==> config.mk <==
export PLATFORM = sky130hd
export DESIGN_NAME = riscv_store_unit
export DESIGN_NICKNAME = d
export VERILOG_FILES = /design/src/rtl/riscv_store_pkg.sv /design/src/rtl/riscv_store_align.sv /design/src/rtl/riscv_store_unit.sv
export SDC_FILE = /design/constraint.sdc
export NUM_CORES = 1
export LEC_CHECK = 0
export ABC_AREA = 1
export CORE_MARGIN = 2
export CORE_UTILIZATION = 35
export DETAILED_ROUTE_END_ITERATION = 8
export SLEW_MARGIN = 10
export SYNTH_ARGS = -nofsm -noshare
export SYNTH_HDL_FRONTEND = slang
export SYNTH_SLANG_ARGS = --single-unit
==> constraint.sdc <==
create_clock -name clk -period 6.8 [get_ports clk]
set_clock_uncertainty 0.1 [all_clocks]
set_input_delay 1.36 -clock clk [delete_from_list [all_inputs] [get_ports clk]]
set_output_delay 1.36 -clock clk [all_outputs]
set_load 0.005 [all_outputs]
==> src/rtl/riscv_store_pkg.sv <==
`default_nettype none
// ============================================================================
//  Module      : riscv_store_pkg
//  Description : Shared definitions for the store path: store width select
//                encoding, drain FSM states and byte-strobe constants.
//  Revision    : 1.0 - initial release
// ============================================================================
package riscv_store_pkg;

  // Store width select as delivered by the rs2 store-data mask stage.
  localparam int MASK_SEL_W = 2;

  typedef enum logic [MASK_SEL_W-1:0] {
    MASK_B = 2'd0,
    MASK_H = 2'd1,
    MASK_X = 2'd2
  } MASK_SEL;

  // Drain FSM states.
  typedef enum logic [0:0] {
    ST_IDLE = 1'b0,
    ST_REQ  = 1'b1
  } STORE_STATE;

  // Byte-lane strobes before shifting into position.
  localparam logic [3:0] STRB_B = 4'b0001;
  localparam logic [3:0] STRB_H = 4'b0011;
  localparam logic [3:0] STRB_W = 4'b1111;

endpackage
`default_nettype wire

==> src/rtl/riscv_store_align.sv <==
`default_nettype none
// ============================================================================
//  Module      : riscv_store_align
//  Description : Combinational lane aligner. Moves the low byte/half/word of
//                the store data into the byte lanes selected by the address
//                offset and builds the matching strobes. Flags misaligned
//                halfword/word stores and unknown width encodings.
//  Ports       : addr_off_i  - st_addr[1:0]
//                data_i      - zero-extended store data
//                mask_sel_i  - store width select
//                wdata_o     - lane-aligned write data
//                wstrb_o     - byte strobes
//                fault_o     - store is misaligned or illegal
//  Revision    : 1.0 - initial release
// ============================================================================
module riscv_store_align
  import riscv_store_pkg::*;
#(
  parameter int WORD_LENGTH = 32
) (
  input  logic [1:0]               addr_off_i,
  input  logic [WORD_LENGTH-1:0]   data_i,
  input  logic [MASK_SEL_W-1:0]    mask_sel_i,
  output logic [WORD_LENGTH-1:0]   wdata_o,
  output logic [WORD_LENGTH/8-1:0] wstrb_o,
  output logic                     fault_o
);

  always_comb begin
    wdata_o = '0;
    wstrb_o = '0;
    fault_o = 1'b1;
    case (mask_sel_i)
      MASK_B: begin
        wdata_o = data_i << {addr_off_i, 3'b000};
        wstrb_o = STRB_B << addr_off_i;
        fault_o = 1'b0;
      end
      MASK_H: begin
        wdata_o = data_i << {addr_off_i, 3'b000};
        wstrb_o = STRB_H << addr_off_i;
        fault_o = addr_off_i[0];
      end
      MASK_X: begin
        wdata_o = data_i;
        wstrb_o = STRB_W;
        fault_o = (addr_off_i != 2'b00);
      end
      default: begin
        // Unknown width encoding: zero data/strobes, fault raised.
        wdata_o = '0;
        wstrb_o = '0;
        fault_o = 1'b1;
      end
    endcase
  end

endmodule
`default_nettype wire

==> src/rtl/riscv_store_unit.sv <==
`default_nettype none
// ============================================================================
//  Module      : riscv_store_unit
//  Description : Store path stage. Aligns incoming stores, buffers legal ones
//                in a DEPTH-entry circular queue and drains them to data
//                memory over a req/ack handshake. Faulting stores complete
//                the handshake but are dropped with a one-cycle st_fault.
//  Ports       : clk, rst            - clock, async active-high reset
//                st_valid/st_ready   - store input handshake
//                st_addr/st_data     - effective address, masked data
//                st_mask_sel         - store width
//                st_fault            - pulse after a faulting accept
//                mem_req/mem_ack     - memory write handshake
//                mem_addr/mem_wdata/mem_wstrb - head-of-queue write
//                busy                - queue non-empty
//  Revision    : 1.0 - initial release
// ============================================================================
module riscv_store_unit
  import riscv_store_pkg::*;
#(
  parameter int WORD_LENGTH = 32,
  parameter int ADDR_LENGTH = 32,
  parameter int DEPTH       = 2    // power of two, >= 2
) (
  input  logic                     clk,
  input  logic                     rst,
  input  logic                     st_valid,
  output logic                     st_ready,
  input  logic [ADDR_LENGTH-1:0]   st_addr,
  input  logic [WORD_LENGTH-1:0]   st_data,
  input  logic [MASK_SEL_W-1:0]    st_mask_sel,
  output logic                     st_fault,
  output logic                     mem_req,
  output logic [ADDR_LENGTH-1:0]   mem_addr,
  output logic [WORD_LENGTH-1:0]   mem_wdata,
  output logic [WORD_LENGTH/8-1:0] mem_wstrb,
  input  logic                     mem_ack,
  output logic                     busy
);

  localparam int PTR_W = $clog2(DEPTH);
  localparam int CNT_W = PTR_W + 1;
  localparam int BYTES = WORD_LENGTH / 8;
  localparam int WADR_W = ADDR_LENGTH - 2;

  // --------------------------------------------------------------------------
  // Alignment
  // --------------------------------------------------------------------------
  logic [WORD_LENGTH-1:0] al_wdata;
  logic [BYTES-1:0]       al_wstrb;
  logic                   al_fault;

  riscv_store_align #(
    .WORD_LENGTH (WORD_LENGTH)
  ) u_align (
    .addr_off_i (st_addr[1:0]),
    .data_i     (st_data),
    .mask_sel_i (st_mask_sel),
    .wdata_o    (al_wdata),
    .wstrb_o    (al_wstrb),
    .fault_o    (al_fault)
  );

  // --------------------------------------------------------------------------
  // Queue storage and pointers
  // --------------------------------------------------------------------------
  logic [WADR_W-1:0]      addr_mem_q [DEPTH];
  logic [WORD_LENGTH-1:0] data_mem_q [DEPTH];
  logic [BYTES-1:0]       strb_mem_q [DEPTH];

  logic [PTR_W-1:0] wr_ptr_q, rd_ptr_q, rd_ptr_d;
  logic [CNT_W-1:0] count_q, count_d, remain;

  STORE_STATE       state_q;
  logic             mem_req_q;
  logic             st_fault_q;
  logic [WADR_W-1:0]      out_addr_q;
  logic [WORD_LENGTH-1:0] out_wdata_q;
  logic [BYTES-1:0]       out_wstrb_q;

  logic accept, enq, pop;

  // Full depends on registered count only: a same-cycle ack does not open
  // a slot until the following cycle.
  assign st_ready = (count_q != CNT_W'(DEPTH));
  assign accept   = st_valid && st_ready;
  assign enq      = accept && !al_fault;
  // mem_req_q is high exactly in ST_REQ, so an ack outside REQ is ignored.
  assign pop      = mem_req_q && mem_ack;

  assign count_d  = count_q + CNT_W'(enq) - CNT_W'(pop);
  assign rd_ptr_d = rd_ptr_q + PTR_W'(pop);
  // Entries left from before this cycle once the pop is accounted for.
  assign remain   = count_q - CNT_W'(pop);

  // Head of the queue as it will be after this edge. When the old contents
  // are exhausted the new head is the store being written this cycle,
  // which is not yet visible in the storage array.
  logic [WADR_W-1:0]      head_addr;
  logic [WORD_LENGTH-1:0] head_wdata;
  logic [BYTES-1:0]       head_wstrb;

  always_comb begin
    head_addr  = addr_mem_q[rd_ptr_d];
    head_wdata = data_mem_q[rd_ptr_d];
    head_wstrb = strb_mem_q[rd_ptr_d];
    if (remain == '0) begin
      head_addr  = st_addr[ADDR_LENGTH-1:2];
      head_wdata = al_wdata;
      head_wstrb = al_wstrb;
    end
  end

  always_ff @(posedge clk or posedge rst) begin
    if (rst) begin
      wr_ptr_q <= '0;
      rd_ptr_q <= '0;
      count_q  <= '0;
      for (int i = 0; i < DEPTH; i++) begin
        addr_mem_q[i] <= '0;
        data_mem_q[i] <= '0;
        strb_mem_q[i] <= '0;
      end
    end else begin
      if (enq) begin
        addr_mem_q[wr_ptr_q] <= st_addr[ADDR_LENGTH-1:2];
        data_mem_q[wr_ptr_q] <= al_wdata;
        strb_mem_q[wr_ptr_q] <= al_wstrb;
        wr_ptr_q             <= wr_ptr_q + PTR_W'(1);
      end
      rd_ptr_q <= rd_ptr_d;
      count_q  <= count_d;
    end
  end

  // --------------------------------------------------------------------------
  // Drain FSM with registered request outputs
  // --------------------------------------------------------------------------
  // Output registers load the post-edge head whenever the FSM is (or stays)
  // in REQ; without an ack the head is unchanged so the outputs are stable.
  // In IDLE they simply hold.
  always_ff @(posedge clk or posedge rst) begin
    if (rst) begin
      state_q     <= ST_IDLE;
      mem_req_q   <= 1'b0;
      st_fault_q  <= 1'b0;
      out_addr_q  <= '0;
      out_wdata_q <= '0;
      out_wstrb_q <= '0;
    end else begin
      st_fault_q <= accept && al_fault;
      case (state_q)
        ST_IDLE: begin
          if ((count_q != '0) || enq) begin
            state_q     <= ST_REQ;
            mem_req_q   <= 1'b1;
            out_addr_q  <= head_addr;
            out_wdata_q <= head_wdata;
            out_wstrb_q <= head_wstrb;
          end
        end
        ST_REQ: begin
          if (count_d != '0) begin
            out_addr_q  <= head_addr;
            out_wdata_q <= head_wdata;
            out_wstrb_q <= head_wstrb;
          end else begin
            state_q   <= ST_IDLE;
            mem_req_q <= 1'b0;
          end
        end
        default: begin
          state_q   <= ST_IDLE;
          mem_req_q <= 1'b0;
        end
      endcase
    end
  end

  assign mem_req   = mem_req_q;
  assign mem_addr  = {out_addr_q, 2'b00};
  assign mem_wdata = out_wdata_q;
  assign mem_wstrb = out_wstrb_q;
  assign st_fault  = st_fault_q;
  assign busy      = (count_q != '0);

endmodule
`default_nettype wire

==> reports/results.ini <==
[yosys]
yosysSeqAreaShare_pct=50.99
syn-cell-area_mm2=0.01006
synthDistinctLibCells=29
synth_seq_cells=205
syn_inst=1357
ys_warn_count=0
synth_edf_count=0
synth_ff_type=dfrtp_1
synthArstFlopShare_pct=100.0
postSynthAreaPerCell_um2=7.414

[finish]
regArea_mm2=0.005130
final_nets=1529
multi_input_area_mm2=0.004106
drive_above_1_share_pct=4.283
n_antenna_cell=0
fillCellCount=2921
areaGrowthSynthToFinish_pct=22.95

[power]
leakage_nw=6.235
ir_drop_mv=0.2154
power_mw=5.876
p_per_area_mw_per_mm2=475.1

[global_routing]
antenna_found_initial=0
grt_pass1_vias=8441
grt_max_degree=81
track_usage_pct=18.65
grt_pass1_wl_mm=45.87
grt_overflow=0

[setup_path]
required_ns=7.16
criticalPathCategory=in -> reg
cp_data_arrival_time_ns=4.90
endpoint_kind=register
crit_path_max_fanout=44
cp-start-kind=primary input

[timing]
slew_headroom_pct=20.35
finalSetupViolCount=0
clock.fmax_mhz=220.4
period_needed_ns=4.538
slew_violations=0
timing.setup.tns_ns=0
rsz0062_at_grt=false
finalCritPeriodShare_pct=66.73
worst_pin_slew_ns=1.193
hold_violations=0

[floorplan]
dieArea_mm2=0.03012
rows=62
die_h_um=173.5
core_area_mm2=0.02847
die_width_um=173.5
ioPinCount=142
initial_utilization_pct=35.34

[clocking]
cts_buffer_depth=3
cts-hold-fix-buffers=0
cts_tree=done
cts_resized=0
cts_setup_buffers=0
cts_buffers=24
path_clk_slew_ns=0.06
clk_latency_ns=0.52
cts_num_sinks=205
cts_root_buf=clkbuf_16
htree_levels=1

[detailed_routing]
drt-total-wl_mm=27.77
drt.antenna.violating_nets=0
drt-wirelength-per-cell_um=14.97
drt_iter0_drc=565
vias_per_cell=4.780
num_vias=8866
first_pass_iters=5
drc=0

[placed_design]
gp_congestion=0.8681
dpl.hpwl_mm=17.42
portBuffers=139

[hold_path]
hold_path_class=reg -> reg

[outcome]
status=finished, final reports clean

[job]
drv_cap=0

==> flip-flops by register name (all words and copies together), names as in the netlist <==
register	count
strb_mem_q	8
out_addr_q	30
rd_ptr_q	1
addr_mem_q	60
mem_wstrb	4
count_q	2
data_mem_q	64
mem_wdata	32
wr_ptr_q	1
state_q	1
st_fault	1
mem_req	1
==> layout by cell type (no fill, tap or decap) <==
cell type,instances
nand2_1,744
dfrtp_1,205
clkdlybuf4s50_1,139
inv_1,105
o211ai_1,63
o21ai_0,49
o21ai_1,39
clkbuf_16,25
nand3_1,21
nor2_1,18
buf_4,12
clkbuf_8,7
a21oi_1,6
clkbuf_1,6
nand2_2,5
inv_2,3
a21boi_0,3
nand3b_1,2
o21ai_2,2
nand3_2,2
ha_1,2
conb_1,2
clkinv_2,2
nand2_4,1
and2_1,1
nor3_2,1
nor2_2,1
nor2_4,1
nand4_1,1
a21boi_1,1
clkinv_1,1
clkinvlp_4,1
==> layer usage <==
metal	part of all wire [%]	global-route usage (%)
met5	0	0
met3	4.9	2.544
met4	1.9	4.237
met1	49	27.04
met2	44	29.75
==> final timing paths <==
check / from / endpoint / slack (ns) / cells past startpoint
max in group asynchronous: rst / mem_wdata[16]$_DFFE_PP0P_ / 4.34 / 3
worst min register to register: addr_mem_q[9]$_DFFE_PP0P_ / addr_mem_q[9]$_DFFE_PP0P_ / 0.37 / 2
worst min-delay path: addr_mem_q[9]$_DFFE_PP0P_ / addr_mem_q[9]$_DFFE_PP0P_ / 0.37 / 2
min in group asynchronous: rst / addr_mem_q[53]$_DFFE_PP0P_ / 1.01 / 2
worst max register to register: count_q[0]$_DFF_PP0_ / out_addr_q[7]$_DFFE_PP0P_ / 3.31 / 14
worst max-delay path: st_addr[0] / out_addr_q[7]$_DFFE_PP0P_ / 2.26 / 12
==> worst max-delay path, cell delays in order <==
cell,delay [ns]
clkdlybuf4s50_1,0.74
o21ai_2,0.35
nand3_2,0.20
ha_1,0.33
inv_1,0.04
ha_1,0.32
nand3b_1,0.12
nand2_1,0.06
nand2_2,0.75
buf_4,0.42
nand2_1,0.10
nand2_1,0.07
==> metrics by stage <==
stage	util [%]	hold WS, ns	area (um2)	setup slack (ns)	std cells
2_1_floorplan	-	0.3424	10070	2.682	1358
3_3_place_gp	40.80	0.3534	11610	1.900	1815
3_5_place_dp	40.80	0.3587	11610	1.747	1815
4_1_cts	43.45	0.3730	12370	2.261	1855
5_1_grt	43.45	0.3916	12370	1.971	1855
6_report	43.45	0.3705	12370	2.262	1855
==> cell type report <==
| class | count | share of cell area [%] |
|---|---|---|
| flip-flops and latches | 205 | 41.47 |
| multi-input cells | 965 | 33.20 |
| repair buffers | 151 | 11.98 |
| clock buffers | 38 | 6.019 |
| well taps | 384 | 3.884 |
| inverters | 110 | 3.368 |
| clock inverters | 2 | 0.08092 |
==> cells in the mapped netlist (all sizes together), types with 4 or more instances <==
| library cell | instances | area [um2] |
|---|---|---|
| o211ai | 63 | 473.0 |
| a21oi | 6 | 30.03 |
| nand3 | 23 | 120.1 |
| nand2 | 750 | 2825 |
| a21boi | 4 | 30.03 |
| dfrtp | 205 | 5130 |
| clkbuf | 21 | 78.83 |
| buf | 57 | 351.6 |
| nor2 | 20 | 85.08 |
| o21ai | 90 | 458.0 |
| inv | 109 | 409.2 |
==> cells by family after synthesis <==
family          share of synthesized area, %
simple gates                           30.49
fa+ha+maj                             0.2487
other cells                          0.03727
buf+inv                                8.382
flops                                  50.99
compound gates                         9.850
==> power by group <==
part	internal [mW]	leakage, nW	total [mW]	switching (mW)
sequential	1.80	2.61	2.05	0.250
clock	0.742	0.373	1.24	0.498
combinational	0.986	3.25	2.59	1.61
total	3.52	6.24	5.88	2.35
No activity file was read; power rests on OpenSTA's default activity.
